`config.mk`:
```
export PLATFORM = sky130hd
export DESIGN_NAME = fac_seq_flat
export DESIGN_NICKNAME = d
export VERILOG_FILES = /design/src/rtl/fac_seq_if.sv /design/src/rtl/fac_seq.sv /design/src/flat_wrapper.sv
export SDC_FILE = /design/constraint.sdc
export NUM_CORES = 1
export LEC_CHECK = 0
export CORE_UTILIZATION = 35
export DETAILED_ROUTE_END_ITERATION = 10
export GPL_ROUTABILITY_DRIVEN = 0
export PLACE_DENSITY = 0.66
export SETUP_SLACK_MARGIN = 0.3
export SKIP_LAST_GASP = 1
export SLEW_MARGIN = 40
export SYNTH_ARGS = -nofsm -noshare
export SYNTH_HDL_FRONTEND = slang
export SYNTH_SLANG_ARGS = --single-unit
```
`constraint.sdc`:
```
create_clock -name clk -period 4.7 [get_ports clk]
set_input_delay 0.94 -clock clk [delete_from_list [all_inputs] [get_ports clk]]
set_output_delay 0.94 -clock clk [all_outputs]
set_load 0.01 [all_outputs]
```
`src/rtl/fac_seq_if.sv`:
```
// ---------------------------------------------------------------------------
// fac_seq_if
//
// Handshake between the factorial sequencer and the shared multi-cycle
// multiplier.
//
//   mul_start  sequencer -> multiplier  one-cycle multiply request
//   mul_a      sequencer -> multiplier  128-bit multiplicand (running product)
//   mul_b      sequencer -> multiplier  64-bit multiplier (current count)
//   mul_done   multiplier -> sequencer  one-cycle product-valid pulse
//   mul_p      multiplier -> sequencer  192-bit full product, valid with mul_done
//
// The master modport is the side that issues requests (the sequencer).
// The slave modport is the multiplier.
// ---------------------------------------------------------------------------
interface fac_seq_if;
  logic         mul_start;
  logic [127:0] mul_a;
  logic [63:0]  mul_b;
  logic         mul_done;
  logic [191:0] mul_p;

  modport master (
    output mul_start,
    output mul_a,
    output mul_b,
    input  mul_done,
    input  mul_p
  );

  modport slave (
    input  mul_start,
    input  mul_a,
    input  mul_b,
    output mul_done,
    output mul_p
  );
endinterface

```
`src/rtl/fac_seq.sv`:
```
// ---------------------------------------------------------------------------
// fac_seq
//
// Factorial sequencer. On an accepted start it captures N from operand and
// computes N! by repeated multiplication on an external multi-cycle
// multiplier, running result*cnt, result*(cnt-1), ... down to *2.
//
// Ports
//   clk       system clock, rising edge
//   reset_n   synchronous active-low reset
//   opstart   start request (level or pulse), accepted in IDLE or DONE
//   opclear   clear request, overrides everything else
//   operand   64-bit N, captured on an accepted start
//   int_en    interrupt enable
//   mul       multiplier handshake (master side)
//   result    running / final 128-bit product
//   ovf       sticky overflow: some product needed more than 128 bits
//   opdone    high while the sequencer sits in DONE
//   busy      high while a multiply iteration is in progress
//   op_int    opdone & int_en, registered
//
// Every output comes straight from a flop; nothing combinational reaches
// an output from an input.
// ---------------------------------------------------------------------------
module fac_seq (
  input  logic          clk,
  input  logic          reset_n,
  input  logic          opstart,
  input  logic          opclear,
  input  logic [63:0]   operand,
  input  logic          int_en,
  fac_seq_if.master     mul,
  output logic [127:0]  result,
  output logic          ovf,
  output logic          opdone,
  output logic          busy,
  output logic          op_int
);

  typedef enum logic [1:0] {
    ST_IDLE     = 2'd0,
    ST_MUL_REQ  = 2'd1,
    ST_MUL_WAIT = 2'd2,
    ST_DONE     = 2'd3
  } state_t;

  state_t         state_reg;
  logic [63:0]    cnt_reg;
  logic [127:0]   result_reg;
  logic           ovf_reg;
  logic           opdone_reg;
  logic           busy_reg;
  logic           op_int_reg;
  logic           mul_start_reg;
  logic [127:0]   mul_a_reg;
  logic [63:0]    mul_b_reg;

  // Count after the multiply that is completing now; also the operand of
  // the next iteration.
  logic [63:0]    cnt_dec;
  // Upper product bits: any one set means the true product left 128 bits.
  logic           prod_high;

  assign cnt_dec   = cnt_reg - 64'd1;
  assign prod_high = |mul.mul_p[191:128];

  always_ff @(posedge clk) begin
    if (!reset_n) begin
      state_reg     <= ST_IDLE;
      cnt_reg       <= 64'd0;
      result_reg    <= 128'd0;
      ovf_reg       <= 1'b0;
      opdone_reg    <= 1'b0;
      busy_reg      <= 1'b0;
      op_int_reg    <= 1'b0;
      mul_start_reg <= 1'b0;
      mul_a_reg     <= 128'd0;
      mul_b_reg     <= 64'd0;
    end else begin
      // The request is a single-cycle pulse; only the transitions into
      // MUL_REQ below raise it again.
      mul_start_reg <= 1'b0;
      // Interrupt follows the registered done flag one cycle later.
      op_int_reg    <= opdone_reg & int_en;

      if (opclear) begin
        // Abandon whatever is in flight. A late mul_done is harmless
        // because only MUL_WAIT looks at it.
        state_reg  <= ST_IDLE;
        cnt_reg    <= 64'd0;
        result_reg <= 128'd0;
        ovf_reg    <= 1'b0;
        opdone_reg <= 1'b0;
        busy_reg   <= 1'b0;
        mul_a_reg  <= 128'd0;
        mul_b_reg  <= 64'd0;
      end else begin
        case (state_reg)
          ST_IDLE, ST_DONE: begin
            if (opstart) begin
              cnt_reg    <= operand;
              result_reg <= 128'd1;
              ovf_reg    <= 1'b0;
              if (operand <= 64'd1) begin
                // 0! = 1! = 1: nothing to multiply.
                state_reg  <= ST_DONE;
                opdone_reg <= 1'b1;
                busy_reg   <= 1'b0;
              end else begin
                // First iteration multiplies the seed 1 by N.
                state_reg     <= ST_MUL_REQ;
                opdone_reg    <= 1'b0;
                busy_reg      <= 1'b1;
                mul_start_reg <= 1'b1;
                mul_a_reg     <= 128'd1;
                mul_b_reg     <= operand;
              end
            end
          end

          ST_MUL_REQ: begin
            // mul_a/mul_b were loaded on entry and stay put until the
            // product comes back.
            state_reg <= ST_MUL_WAIT;
          end

          ST_MUL_WAIT: begin
            if (mul.mul_done) begin
              result_reg <= mul.mul_p[127:0];
              ovf_reg    <= ovf_reg | prod_high;
              cnt_reg    <= cnt_dec;
              if (cnt_dec == 64'd1) begin
                // Multiplying by 1 would change nothing, so stop here.
                state_reg  <= ST_DONE;
                opdone_reg <= 1'b1;
                busy_reg   <= 1'b0;
              end else begin
                state_reg     <= ST_MUL_REQ;
                mul_start_reg <= 1'b1;
                mul_a_reg     <= mul.mul_p[127:0];
                mul_b_reg     <= cnt_dec;
              end
            end
          end

          default: begin
            state_reg <= ST_IDLE;
          end
        endcase
      end
    end
  end

  assign mul.mul_start = mul_start_reg;
  assign mul.mul_a     = mul_a_reg;
  assign mul.mul_b     = mul_b_reg;

  assign result = result_reg;
  assign ovf    = ovf_reg;
  assign opdone = opdone_reg;
  assign busy   = busy_reg;
  assign op_int = op_int_reg;

endmodule
```
`src/flat_wrapper.sv`:
```
// flat-port wrapper written by rule: the top's interface ports become plain ports
module fac_seq_flat 
  (clk, reset_n, opstart, opclear, operand, int_en, result, ovf, opdone, busy, op_int, mul_mul_start, mul_mul_a, mul_mul_b, mul_mul_done, mul_mul_p);
  fac_seq_if mul_i ();
  input  logic clk;
  input  logic reset_n;
  input  logic opstart;
  input  logic opclear;
  input  logic [63:0] operand;
  input  logic int_en;
  output logic [127:0] result;
  output logic ovf;
  output logic opdone;
  output logic busy;
  output logic op_int;
  output wire logic [$bits(mul_i.mul_start)-1:0] mul_mul_start;
  output wire logic [$bits(mul_i.mul_a)-1:0] mul_mul_a;
  output wire logic [$bits(mul_i.mul_b)-1:0] mul_mul_b;
  input wire logic [$bits(mul_i.mul_done)-1:0] mul_mul_done;
  input wire logic [$bits(mul_i.mul_p)-1:0] mul_mul_p;
  assign mul_mul_start = mul_i.mul_start;
  assign mul_mul_a = mul_i.mul_a;
  assign mul_mul_b = mul_i.mul_b;
  assign mul_i.mul_done = mul_mul_done;
  assign mul_i.mul_p = mul_mul_p;
  fac_seq u_core (.clk(clk), .reset_n(reset_n), .opstart(opstart), .opclear(opclear), .operand(operand), .int_en(int_en), .mul(mul_i), .result(result), .ovf(ovf), .opdone(opdone), .busy(busy), .op_int(op_int));
endmodule
```
==> results.sh <==
export IMPL_drt_iter0_drc=1449
export IMPL_power_leakage_nw=9.280
export IMPL_syn_area_per_cell_um2=8.072
export IMPL_synth_edf_count=0
export IMPL_grt_max_degree=191
export IMPL_fp_dieH_um=229.1
export IMPL_cp_data_required_time_ps=5190
export IMPL_period_minus_slack_ps=4261
export IMPL_core_mm2=0.05048
export IMPL_grt_pass1_wl_mm=104.1
export IMPL_path_class="reg2reg"
export IMPL_rsz0062_at_grt="false"
export IMPL_synth_top_area_frac=0.4335
export IMPL_cts_root_buf="clkbuf_16"
export IMPL_hp_class="reg2reg"
export IMPL_busiest_layer="met2"
export IMPL_grtUsageMet1=0.2982
export IMPL_h_tree_depth=2
export IMPL_yosysSeqAreaShare=0.4335
export IMPL_ios=587
export IMPL_ir_drop_uv=254.2
export IMPL_drv_slew=0
export IMPL_gr_total_overflow=0
export IMPL_wl_per_cell_um=20.08
export IMPL_vias_per_cell=5.369
export IMPL_synth_ff_type="dfxtp_1"
export IMPL_cts_tree="done"
export IMPL_finClkSkew_ps=27.81
export IMPL_clock_sinks=391
export IMPL_start_util=0.3577
export IMPL_grt_use_met3=0.07271
export IMPL_synth_cells=2237
export IMPL_drive_gt1_frac=0.06424
export IMPL_worst_slack_ps=438.5
export IMPL_grt_antenna_before_repair=1
export IMPL_cap_violations=0
export IMPL_post_route_drc_count=0
export IMPL_clk_pin_slew_ps=60
export IMPL_end_kind="register"
export IMPL_yosys_top_cells_count="528 x nand2_1, 391 x dfxtp_1, 266 x nand3_1"
export IMPL_pre_cts_ws_ps=120.7
export IMPL_powerDensity_mw_per_mm2=326.5
export IMPL_r2r_start="u_core.cnt_reg[13]"
export IMPL_fin_nets=3012
export IMPL_vias=18490
export IMPL_placed_area_mm2=0.02430
export IMPL_worstPathArrival_ps=4750
export IMPL_ys_ff_latch=391
export IMPL_tightest_slew_ps=840.9
export IMPL_seqCellArea_mm2=0.007828
export IMPL_ys_warn_count=0
export IMPL_syn_area_mm2=0.01806
export IMPL_crit_start="u_core.cnt_reg[13]"
export IMPL_final_cell_area_mm2=0.02616
export IMPL_insertion_delay_ps=590
export IMPL_die_area_mm2=0.05250
export IMPL_ant_nets=0
export IMPL_outcome="finished clean"
export IMPL_start_kind="register"
export IMPL_ys_async_sr_fraction=0
export IMPL_tns_ps=0
export IMPL_use_met2=0.4260
export IMPL_port_buffers=586
export IMPL_fin_util=0.5181
export IMPL_hold_viol_final=0
export IMPL_multi_input_area_mm2=0.009206
export IMPL_holdCritStartpoint="u_core.result[37]"
export IMPL_synth_top_cells_by_area="dfxtp_1 43%, nand2_1 11%, mux2i_1 11%"
export IMPL_cts_buffers=44
export IMPL_synthMostInstantiatedCell="nand2_1"
export IMPL_max_freq_mhz=234.7
export IMPL_slew_headroom=0.4342
export IMPL_fin_crit_sh=0.9067
export IMPL_regToRegSetupSlack_ps=440
export IMPL_syn_nets=2504
export IMPL_yosysTopAreaCell="dfxtp_1"
export IMPL_drtPass1Iterations=7
export IMPL_syn2layout_area_growth_pct=44.85
export IMPL_grt_total_usage=0.2492
export IMPL_critPathMaxFanout=14
export IMPL_grt_pass1_vias=17890
export IMPL_wl_mm=69.16
export IMPL_dp_hpwl_mm=49.10
export IMPL_core_rowCount=82
export IMPL_setup_viol=0
export IMPL_die_width_um=229.1
export IMPL_fillers=4697
export IMPL_yosysUniqueCellTypes=68
export IMPL_clockBufferDepth=3
==> critical path: stages (launching register included) <==
cell and delay (ps):
dfxtp_1 370, or4_4 570, or4_4 500, or3_4 430
nor4_1 320, xnor2_1 200, nand4_1 120, or4_4 560
o41ai_4 330, buf_4 190, buf_12 200, clkbuf_16 210
mux2i_1 190
==> metrics by stage <==
stage	power (mW)	cells	hold WS [ps]
after floorplan	4.452	2237	436.3
after global placement	5.039	3347	442.0
after detailed placement	5.053	3348	445.5
after CTS	8.498	3425	453.2
after global routing	8.860	3444	470.3
final	8.539	3444	454.1
==> power breakdown <==
part	switching, mW	total [mW]	leakage, nW	internal, mW
clock network	1.45	3.41	0.671	1.96
registers	0.0744	3.46	3.16	3.38
logic	0.928	1.67	5.45	0.743
==> layer usage <==
metal  up-vias  part of all wire
li1       8716                 -
met1      8794              0.40
met2       843              0.48
met3       138             0.089
met4         0             0.030
met5         -                 0
==> area by class of cell <==
class                      count  area share
inverter                      13    0.001866
clock inverter                15    0.007415
tap                          672     0.03215
timing repair buffer         660      0.2613
antenna                        1  0.00009568
clock buffer                  57     0.04588
sequential                   391      0.2993
multi-input combinational   1635      0.3520
==> cell usage in the layout (no fill, tap or decap), types with 4 or more instances in the layout <==
cell type / instances
nand3_1: 266
clkbuf_8: 5
a31oi_1: 5
xor2_1: 19
or4_1: 13
a21oi_1: 249
or4_4: 7
o21ai_0: 10
nand4_1: 22
nand4b_1: 5
buf_12: 12
nor4_2: 5
or3_1: 4
buf_4: 46
clkinv_2: 5
mux2i_1: 192
nand3b_1: 5
clkdlybuf4s50_1: 586
buf_16: 7
nor3_1: 26
a211oi_1: 7
ha_1: 4
clkbuf_16: 49
clkbuf_1: 8
inv_1: 12
nor4_1: 56
clkinvlp_4: 4
nor2_1: 105
nand2_1: 528
dfxtp_1: 391
or2_2: 5
and3_1: 5
xnor2_1: 33
==> path summary, 6_finish.rpt <==
kind                                       endpoint  cells after the start
worst max-delay path            u_core.mul.mul_b[2]                     12
worst min register to register    u_core.result[37]                      2
worst min-delay path              u_core.result[37]                      2
worst max register to register  u_core.mul.mul_b[2]                     12
==> kinds of logic after synthesis <==
group | Yosys count | share of synthesized area
flip-flops | 391 | 0.4335
XOR/XNOR | 52 | 0.02522
AND/OR/NAND/NOR | 1083 | 0.2736
adder cells (fa/ha/maj) | 5 | 0.003465
buffers and inverters | 211 | 0.06396
AO/OA/AOI/OAI | 300 | 0.09189
multiplexers | 195 | 0.1083
==> timing repair <==
item,CTS,global route
gates cloned,1,5
setup endpoints to repair,174,185
hold endpoints to repair,0,0
resized for setup,6,21
setup buffers,4,12
pin swaps,2,5
hold buffers,0,0
Power figures use the tool's default switching activity.
